<file path="config.mk">
export PLATFORM = sky130hd
export DESIGN_NAME = pipeline_sequencer
export DESIGN_NICKNAME = d
export VERILOG_FILES = /design/src/rtl/pipeline_sequencer.sv
export SDC_FILE = /design/constraint.sdc
export NUM_CORES = 1
export LEC_CHECK = 0
export ABC_CLOCK_PERIOD_IN_PS = 3600
export CORE_ASPECT_RATIO = 0.6
export CORE_MARGIN = 5
export CORE_UTILIZATION = 50
export DETAILED_ROUTE_END_ITERATION = 16
export GPL_ROUTABILITY_DRIVEN = 0
export GPL_TIMING_DRIVEN = 0
export PLACE_DENSITY = 0.85
export SLEW_MARGIN = 0
export SYNTH_ARGS = -nofsm -noshare
export SYNTH_HDL_FRONTEND = slang
export SYNTH_SLANG_ARGS = --single-unit
</file>
<file path="constraint.sdc">
create_clock -name clk_i -period 3.6 [get_ports clk_i]
set_clock_uncertainty 0.15 [all_clocks]
set_input_delay 0.72 -clock clk_i [delete_from_list [all_inputs] [get_ports clk_i]]
set_output_delay 0.72 -clock clk_i [all_outputs]
set_load 0.02 [all_outputs]
</file>
<file path="src/rtl/pipeline_sequencer.sv">
// pipeline_sequencer: stall/flush controller for a 5-stage pipeline with load-use,
// ID-stage redirect and variable-latency data-memory handshake, plus perf counters.
module pipeline_sequencer #(
  parameter int CNT_W       = 16,
  parameter int MEM_TIMEOUT = 64
) (
  input  logic             clk_i,
  input  logic             rst_i,
  input  logic             start_i,
  input  logic             IDEX_MemRead_i,
  input  logic [4:0]       IDEX_Rt_i,
  input  logic [4:0]       IFID_Rs_i,
  input  logic [4:0]       IFID_Rt_i,
  input  logic             Branch_taken_i,
  input  logic             Jump_i,
  input  logic             EXMEM_MemRead_i,
  input  logic             EXMEM_MemWrite_i,
  input  logic             dmem_ack_i,
  output logic             dmem_req_o,
  output logic             PCWrite_o,
  output logic             IFIDWrite_o,
  output logic             IFIDFlush_o,
  output logic             IDEXBubble_o,
  output logic             EXMEMWrite_o,
  output logic             MEMWBBubble_o,
  output logic [CNT_W-1:0] stall_cnt_o,
  output logic [CNT_W-1:0] flush_cnt_o,
  output logic             err_o
);
  localparam logic [1:0] IDLE = 2'd0, RUN = 2'd1, MEM_WAIT = 2'd2, ERROR = 2'd3;
  logic [1:0]  state, state_nxt;
  logic [31:0] wait_cnt;
  logic        memop, loaduse, active, frozen, adv, timeout;
  assign memop   = EXMEM_MemRead_i | EXMEM_MemWrite_i;
  assign loaduse = IDEX_MemRead_i & (IDEX_Rt_i != 5'd0) &
                   ((IDEX_Rt_i == IFID_Rs_i) | (IDEX_Rt_i == IFID_Rt_i));
  assign active  = (state == RUN) | (state == MEM_WAIT);
  // The whole pipeline freezes while a data access is outstanding.
  assign frozen  = active & ~dmem_ack_i & (memop | (state == MEM_WAIT));
  assign adv     = active & ~frozen;
  assign timeout = (MEM_TIMEOUT != 0) && (wait_cnt + 32'd1 >= 32'(MEM_TIMEOUT));
  assign dmem_req_o    = frozen | (adv & memop);
  assign PCWrite_o     = adv & ~loaduse;
  assign IFIDWrite_o   = adv & ~loaduse;
  assign IFIDFlush_o   = adv & ~loaduse & (Branch_taken_i | Jump_i);
  assign IDEXBubble_o  = adv & loaduse;
  assign EXMEMWrite_o  = adv;
  assign MEMWBBubble_o = frozen;
  assign err_o         = state == ERROR;
  always_comb begin
    state_nxt = state == IDLE                ? (start_i ? RUN : IDLE) :
                state == ERROR               ? ERROR :
                (state == RUN) && frozen     ? MEM_WAIT :
                (state == MEM_WAIT) && frozen ? (timeout ? ERROR : MEM_WAIT) :
                start_i                      ? RUN : IDLE;
  end
  always_ff @(posedge clk_i or posedge rst_i) begin
    if (rst_i) begin
      state       <= IDLE;
      wait_cnt    <= '0;
      stall_cnt_o <= '0;
      flush_cnt_o <= '0;
    end else begin
      state    <= state_nxt;
      wait_cnt <= ((state == RUN) && frozen)      ? 32'd1 :
                  ((state == MEM_WAIT) && frozen) ? wait_cnt + 32'd1 : 32'd0;
      if (active & ~PCWrite_o & ~&stall_cnt_o) stall_cnt_o <= stall_cnt_o + 1'b1;
      if (IFIDFlush_o & ~&flush_cnt_o) flush_cnt_o <= flush_cnt_o + 1'b1;
    end
  end
endmodule

</file>
# == Word-level counts from Yosys, hierarchy flattened ==
# Cells that the tools add are included.
# totals
output_inout_bits,40
inputBits,24
latchBits,0
ramBits,0
wordCells,51
mem_count,0
register_bits,66
rom_bits,0
# op_classes
n_reduce_logical,8
n_div,0
bitwise,22
mux,8
addsub,3
order_cmp,1
multipliers,0
n_shift,0
eq_ne,5
# ops
operator,n
32-bit 2-to-1 mux,2
16-bit by 1-bit adder with 16-bit output (second input constant),2
32-bit by 1-bit adder with 32-bit output (second input constant),1
32-bit by 7-bit greater-or-equal comparator with 1-bit output (second input constant),1
16-bit AND reduction,2
1-bit bitwise AND,12
5-bit == test,2
2-bit 2-to-1 mux,4
1-bit bitwise OR,6
5-bit nonzero test,1
2-bit == test (second input constant),2
1-bit NOT,4
2-bit by 1-bit == test with 1-bit output (second input constant),1
1-bit logical AND,2
1-bit logical NOT,2
2-bit logical NOT,1
1-bit 2-to-1 mux,2

# == Depth between registers and ports, before layout ==
# logic_depth
word_depth,10
mapped_depth,10
depth_no_buf,10

# == Least setup slack after synthesis ==
# Ideal clock, no wire load.
# synth_timing
path_kind,in2out
start,input port IDEX_Rt_i[1]
end,output port PCWrite_o
arrival_time_ns,1.997
stages,5
path_buffers,1
path_slack_ns,0.733
required_ns,2.730
cell_sequence,or4_1 o21ai_0 o21ai_1 inv_1 buf_4
# synth_via
elab_chain_cells,5
word_cells_on_any_way,8
classes_between,eq/ne (2); bitwise (5); reduce/logical (1)
# synth_lines
element,line,rtl
from (decl),11,"input logic [4:0] IDEX_Rt_i,"
5-bit == test / 5-bit nonzero test (equally long branches),"36, 35",
1-bit bitwise OR / 1-bit bitwise AND (equally long branches),"36, 35",
1-bit bitwise AND *,35,assign loaduse = IDEX_MemRead_i & (IDEX_Rt_i != 5'd0) &
1-bit NOT *,--,
1-bit bitwise AND *,--,
to (decl),20,"output logic PCWrite_o,"
# Every way passes the cells marked *; elsewhere a longest branch is shown, timed or not.

# == Final worst setup path ==
# layout_timing
start,input port IDEX_Rt_i[1]
end,output port IFIDWrite_o
# layout_via
elab_chain_cells,5
word_cells_on_any_way,8
classes_between,eq/ne (2); bitwise (5); reduce/logical (1)
# layout_lines
element,line,rtl
5-bit == test / 5-bit nonzero test (equally long branches),"36, 35",
1-bit bitwise OR / 1-bit bitwise AND (equally long branches),"36, 35",
1-bit bitwise AND *,35,
1-bit NOT *,44,assign IFIDWrite_o = adv & ~loaduse;
1-bit bitwise AND *,44,
to (decl),21,"output logic IFIDWrite_o,"
# Marks and branches as above.

==> results.sh <==
export IMPL_rrSetupSlack_ns=0.65
export IMPL_slowest_stage="or4_1"
export IMPL_critPathLaunch="IDEX_Rt_i[1]"
export IMPL_final_common_cell="dfrtp_1"
export IMPL_num_io_pins=64
export IMPL_p_leak_uw=0.00205
export IMPL_drive_gt1_share_pct=9.27
export IMPL_grt_pass1_vias=3507
export IMPL_synth_area_per_cell_um2=9.30
export IMPL_cp_end_kind="output port"
export IMPL_cts_inserted_buffers=9
export IMPL_vdd_drop_max_mv=0.303
export IMPL_crit_top_cell="o21ai_2"
export IMPL_power_density_nw_per_um2=472
export IMPL_post_route_period_util_pct=98.0
export IMPL_worst_slack_ns=0.0728
export IMPL_worstPathArrival_ns=2.66
export IMPL_ys_types=57
export IMPL_dr_max_layer_used="met4"
export IMPL_wl_met1_um=4470
export IMPL_cts_root_buf="clkbuf_16"
export IMPL_drtPass1Iterations=5
export IMPL_ant_nets=0
export IMPL_cts_hold_buf=0
export IMPL_finalMaxSlewViolations=0
export IMPL_hold_viol=0
export IMPL_start_util_pct=52.3
export IMPL_timing_fmax_mhz=284
export IMPL_fin_nets=522
export IMPL_worstHoldStart="stall_cnt_o[7]$_DFFE_PP0P_"
export IMPL_r2r_start="wait_cnt[0]$_DFF_PP0_"
export IMPL_synth_nets=446
export IMPL_dieArea_um2=9640
export IMPL_worstPathMaxFanout=6
export IMPL_worstSkewPairLatency_ns=0.34
export IMPL_cts_tree="done"
export IMPL_track_usage_pct=22.4
export IMPL_drc=0
export IMPL_hold_path_cell_count=1
export IMPL_rr_endpoint="state[0]$_DFF_PP0_"
export IMPL_wl_met3_um=713
export IMPL_dieWidth_um=123
export IMPL_ys_async_sr_fraction_pct=100
export IMPL_slew_headroom_pct=40.7
export IMPL_clock_sinks=66
export IMPL_min_period_ns=3.53
export IMPL_syn_cell_area_um2=3860
export IMPL_area_delta_synth_final_pct=30.9
export IMPL_ys_seq_elements=66
export IMPL_maxCapViolations=0
export IMPL_syn_inst=415
export IMPL_cp_cell_sequence="clkdlybuf4s50_1, or4_1, o21ai_2, o21ai_2, inv_1, dlygate4sd2_1"
export IMPL_die_y_um=78.1
export IMPL_critPathTopFamily="buffers and inverters"
export IMPL_cp_buffers_inverters=3
export IMPL_viasPerCell=5.67
export IMPL_nFillCells=572
export IMPL_hp_class="reg2reg"
export IMPL_wl_per_cell_um=16.6
export IMPL_first_iter_violations=243
export IMPL_n_antenna_cell=0
export IMPL_route_met2_wl_um=4580
export IMPL_row_count=24
export IMPL_antenna_found_initial=0
export IMPL_synth_ff_type="dfrtp_1"
export IMPL_synth_edf_count=0
export IMPL_critPathKind="in2out"
export IMPL_finalPower_uw=2390
export IMPL_synth_seq_area_share_pct=42.8
export IMPL_rr_worst_depth=6
export IMPL_grt_pass1_wl_um=17000
export IMPL_setup_viol=0
export IMPL_required_ns=2.73
export IMPL_start_kind="input pin"
export IMPL_wl_um=9940
export IMPL_dpl_worst_slack_ns=-0.428
export IMPL_tightest_slew_ns=0.882
export IMPL_port_buffers=63
export IMPL_hold_end="stall_cnt_o[7]$_DFFE_PP0P_"
export IMPL_htree_levels=3
export IMPL_core_area_um2=7390
export IMPL_max_stage_delay_ns=0.62
export IMPL_grt_overflow_total=0
export IMPL_status="finished, final reports clean"
export IMPL_dr_total_vias=3404
export IMPL_clk_pin_slew_ns=0.05
export IMPL_ys_warnings_count=0
export IMPL_mostFrequentLayoutCells="dfrtp_1, clkdlybuf4s50_1, nor2_1"
export IMPL_place_hpwl_um=7230
export IMPL_clockBufferDepth=2
export IMPL_grt_max_degree=35
==> synthesized netlist by cell type, types with 2 or more instances <==
library cell | number | area (um2)
a211oi_1 | 6 | 45.0
a21oi_1 | 7 | 35.0
and2_1 | 5 | 31.3
and3_1 | 17 | 106
and3_2 | 2 | 15.0
and4_1 | 5 | 43.8
buf_2 | 4 | 20.0
clkbuf_1 | 7 | 26.3
dfrtp_1 | 66 | 1650
ha_1 | 7 | 87.6
inv_1 | 13 | 48.8
mux2_2 | 3 | 33.8
nand2_1 | 37 | 139
nand2b_1 | 2 | 12.5
nand3_1 | 22 | 110
nand3_2 | 2 | 20.0
nand4_1 | 16 | 100
nor2_1 | 55 | 206
nor3_1 | 11 | 55.1
nor3b_1 | 2 | 15.0
nor4_1 | 2 | 12.5
o21ai_0 | 14 | 70.1
o22ai_1 | 2 | 12.5
or3_1 | 3 | 18.8
or3_2 | 2 | 15.0
or4_1 | 4 | 30.0
xnor2_1 | 50 | 438
xor2_1 | 20 | 175
==> final cells by class <==
| type | count | area, um2 | share of cell area, % |
|---|---|---|---|
| clock inverter | 7 | 165 | 3.27 |
| multi-input combinational | 322 | 2110 | 41.7 |
| sequential | 66 | 1650 | 32.7 |
| tap | 104 | 130 | 2.57 |
| buffer | 14 | 68.8 | 1.36 |
| inverter | 13 | 48.8 | 0.965 |
| clock buffer | 9 | 225 | 4.46 |
| timing repair buffer | 65 | 658 | 13.0 |
==> flip-flops by register name (all words and copies together), names as in the netlist <==
register     flops
stall_cnt_o     16
state            2
flush_cnt_o     16
wait_cnt        32
==> power by group <==
part | total (uW) | internal (uW) | switching (uW) | leakage, uW
Sequential | 873 | 796 | 76.9 | 0.000905
Combinational | 362 | 184 | 178 | 0.000967
Clock | 1150 | 816 | 335 | 0.000182
==> kinds of logic (layout without fill, tap and decap cells) <==
group                    Yosys count  after routing  synth area share, %
AO/OA/AOI/OAI                     41             41                 6.90
buffers and inverters             27            108                 3.05
AND/OR/NAND/NOR                  200            200                 28.0
flip-flops                        66             66                 42.8
XOR/XNOR                          70             70                 15.9
adder cells (fa/ha/maj)            7              7                 2.27
multiplexers                       4              4                 1.13
==> repair_timing <==
action | in CTS | in global routing
pin swaps | 0 | 1
buffers inserted | 0 | 1
resized for setup | 7 | 4
setup endpoints to repair | 3 | 3
==> how the worst max path moves through the flow <==
stage	to	slack [ns]	cells after the start
after detailed placement	PCWrite_o	-0.43	7
final	IFIDWrite_o	0.07	6
after global placement	PCWrite_o	-0.38	7
after global routing	IFIDWrite_o	-0.001	7
after CTS	IFIDWrite_o	0.002	6
after floorplan	PCWrite_o	0.73	5
==> worst register-to-register path: cells and delay by family (launching register included) <==
family | cells | cell delay, ns
flip-flops | 1 | 0.38
AND/OR/NAND/NOR | 3 | 1.43
AO/OA/AOI/OAI | 2 | 0.65
adder cells (fa/ha/maj) | 1 | 0.23
==> metal layers <==
metal  global-route usage, %  vias to the layer above
met3                    8.26                       20
li1                        -                     1595
met5                       0                        -
met1                    29.8                     1661
met4                    7.18                        0
met2                    34.1                      128
==> per-stage QoR <==
step                std cells  setup TNS [ns]  cell area (um2)  util, %  hold WS [ns]
finish                    600               0             5050     68.4         0.348
global route              600       -0.000984             5050     68.4         0.369
floorplan                 415               0             3860        -         0.387
CTS                       599               0             5030     68.1         0.353
detailed placement        583           -1.06             4640     62.8         0.343
global placement          582           -3.06             4620     62.6         0.329
Power figures use the tool's default switching activity.
==> edit (config.mk and constraints unchanged) <==
`CNT_W`: 16 -> 18.
--- a/src/rtl/pipeline_sequencer.sv
+++ b/src/rtl/pipeline_sequencer.sv
@@ -1,7 +1,7 @@
 // pipeline_sequencer: stall/flush controller for a 5-stage pipeline with load-use,
 // ID-stage redirect and variable-latency data-memory handshake, plus perf counters.
 module pipeline_sequencer #(
-  parameter int CNT_W       = 16,
+  parameter int CNT_W       = 18,
   parameter int MEM_TIMEOUT = 64
 ) (
   input  logic             clk_i,
Interface: changed (resized flush_cnt_o and stall_cnt_o); port bits go from 64 to 68. The function was not compared with the original's and may differ.
==> edit against the unedited design <==
- synthesized cell count fell by 2.7%
- wire length fell by 0.90%
- total power fell by 5.9%
- sequential share of layout area rose by 2.0 points
- non-clock buffer count did not move
- cell area barely moved
- global-route usage fell by 0.89 points
- area after synthesis rose by 1.7%
- maximum frequency rose by 2.3%
- setup slack improved by 0.080 ns
- sequential cell count rose by 4
- first-iteration DRC count fell by 7.8%
- via count fell by 2.3%
==> edit: results (changes against the unedited design) <==
Parameter                              Value

Setup path
  Crit Reg-Reg Startpoint ... wait_cnt[11]$_DFF_PP0_
  Launching element of the worst setup path ... IDEX_Rt_i[2]
  Endpoint arrival time on the critical path ... 2.58 ns (-0.08 ns)
  Worst-path maximum fanout ... 3 (-3)

Synth
  Top cells by area in the synthesized netlist ... dfrtp_1 (45%), xnor2_1 (11%), xor2_1 (6.0%)
  Number of distinct library cell variants in the gate-level netlist after synthesis ... 54 (-5.3%)
  Per-instance average area after synthesis ... 9.72 µm² (+4.5%)
  Synthesized Nets ... 435 (-2.5%)
  Most common library cells after synthesis ... dfrtp_1 (70), nor2_1 (58), xnor2_1 (49), nand2_1 (31), xor2_1 (27)
  Sequential-to-total area share from yosys stat ... 0.446 (+0.0183)

STA
  WHS ... 0.349 ns (+0.000358 ns)
  Max-slew headroom at the worst pin ... 0.423 (+0.0156)

GRT
  Pin count of the biggest net entering global routing ... 71 (+100%)
  Number of global-route vias before repair ... 3469 (-1.1%)
  Total track usage ... 0.215 (-0.00889)

Placed design
  Worst-case setup slack after placement ... -0.374 ns (+0.0543 ns)
  Hpwl dp ... 7.14 mm (-1.2%)
  Cell Count Post-Placement ... 579 (-0.69%)
  Total placed instance area ... 0.00474 mm² (+2.0%)
  I/O Buffers ... 67 (+6.3%)

Drt
  Detailed router's first-iteration violation count ... 224 (-7.8%)
  Routed vias ... 3327 (-2.3%)
  Detailed-routing iteration count for the pre-antenna-repair pass ... 4 (-1)
  DR vias/cell ... 5.58 (-1.6%)
  Final wirelength ... 9.85 mm (-0.90%)

Outcome
  Result of the run ... finished, final reports clean

Pwr
  Switching part of the total power ... 0.280 (+0.0325)
  Clock Power ... 0.000900 W (-22%)
  Static leakage ... 2.07 nW (+0.78%)
  Worst vdd rail ir drop ... 0.000398 V (+32%)

Final layout
  Leading registers by flop count ... wait_cnt (32), flush_cnt_o (18), stall_cnt_o (18)
  Number of filler cells placed in the layout ... 637 (+11%)
  Fraction of layout instances using a drive strength above 1 ... 0.0922 (-0.000529)
  Nets ... 514 (-1.5%)

Hold path
  Hold_sp ... flush_cnt_o[10]$_DFFE_PP0P_

CTS
  Setup Fix Bufs, Post-CTS ... 1 (+1)
  Number of gates given a new drive strength after cts ... 8 (+1)
## edit: cell count changes after synthesis, sizes merged, moves of 4 or more
cell    before  now
nor3        12    8
nor2        55   59
nand2       37   31
and3        19   15
a211oi       7    2
nor4         4    8
nand4       17   22
xor2        20   27
dfrtp       66   70
o21ai       15    5
## edit: per-layer routing
| metal | wire (µm) | vias up | GRT usage |
|---|---|---|---|
| li1 | - | 1561 | - |
| met1 | 4250 | 1658 | 0.260 |
| met2 | 4550 | 97 | 0.344 |
| met3 | 963 | 11 | 0.109 |
| met4 | 93 | 0 | 0.0536 |
| met5 | 0 | - | 0 |
## edit: critical path: stages
cell and delay (ns):
clkdlybuf4s50_1 0.47, or4_1 0.53, o21a_2 0.26, a21oi_4 0.15
buf_4 0.12, dlygate4sd2_1 0.32
## edit: cells by family (layout without fill, tap and decap cells)
logic type	count (synthesis)	after routing	synth area share
xor gates and xnor gates	76	76	0.169
and+or+nand+nor	192	192	0.270
muxes	4	4	0.0108
buffers and inverters	24	108	0.0249
AOI/OAI and AO/OA	31	31	0.0561
DFF	70	70	0.446
adders and majority gates	7	7	0.0223
## edit: worst max path at each step
stage / cells past startpoint / slack, ns / endpoint
after floorplan: 4 / 0.66 / PCWrite_o
after global placement: 6 / -0.34 / PCWrite_o
after detailed placement: 6 / -0.37 / PCWrite_o
after CTS: 5 / 0.01 / IFIDFlush_o
after global routing: 5 / 0.08 / EXMEMWrite_o
final: 6 / 0.15 / PCWrite_o
## edit: area by class of cell
type                       count  area share
buffer                        11     0.00966
clock buffer                  13      0.0515
clock inverter                 3     0.00842
inverter                      13      0.0102
multi-input combinational    310       0.414
sequential                    70       0.347
tap                          108      0.0268
timing repair buffer          68       0.133
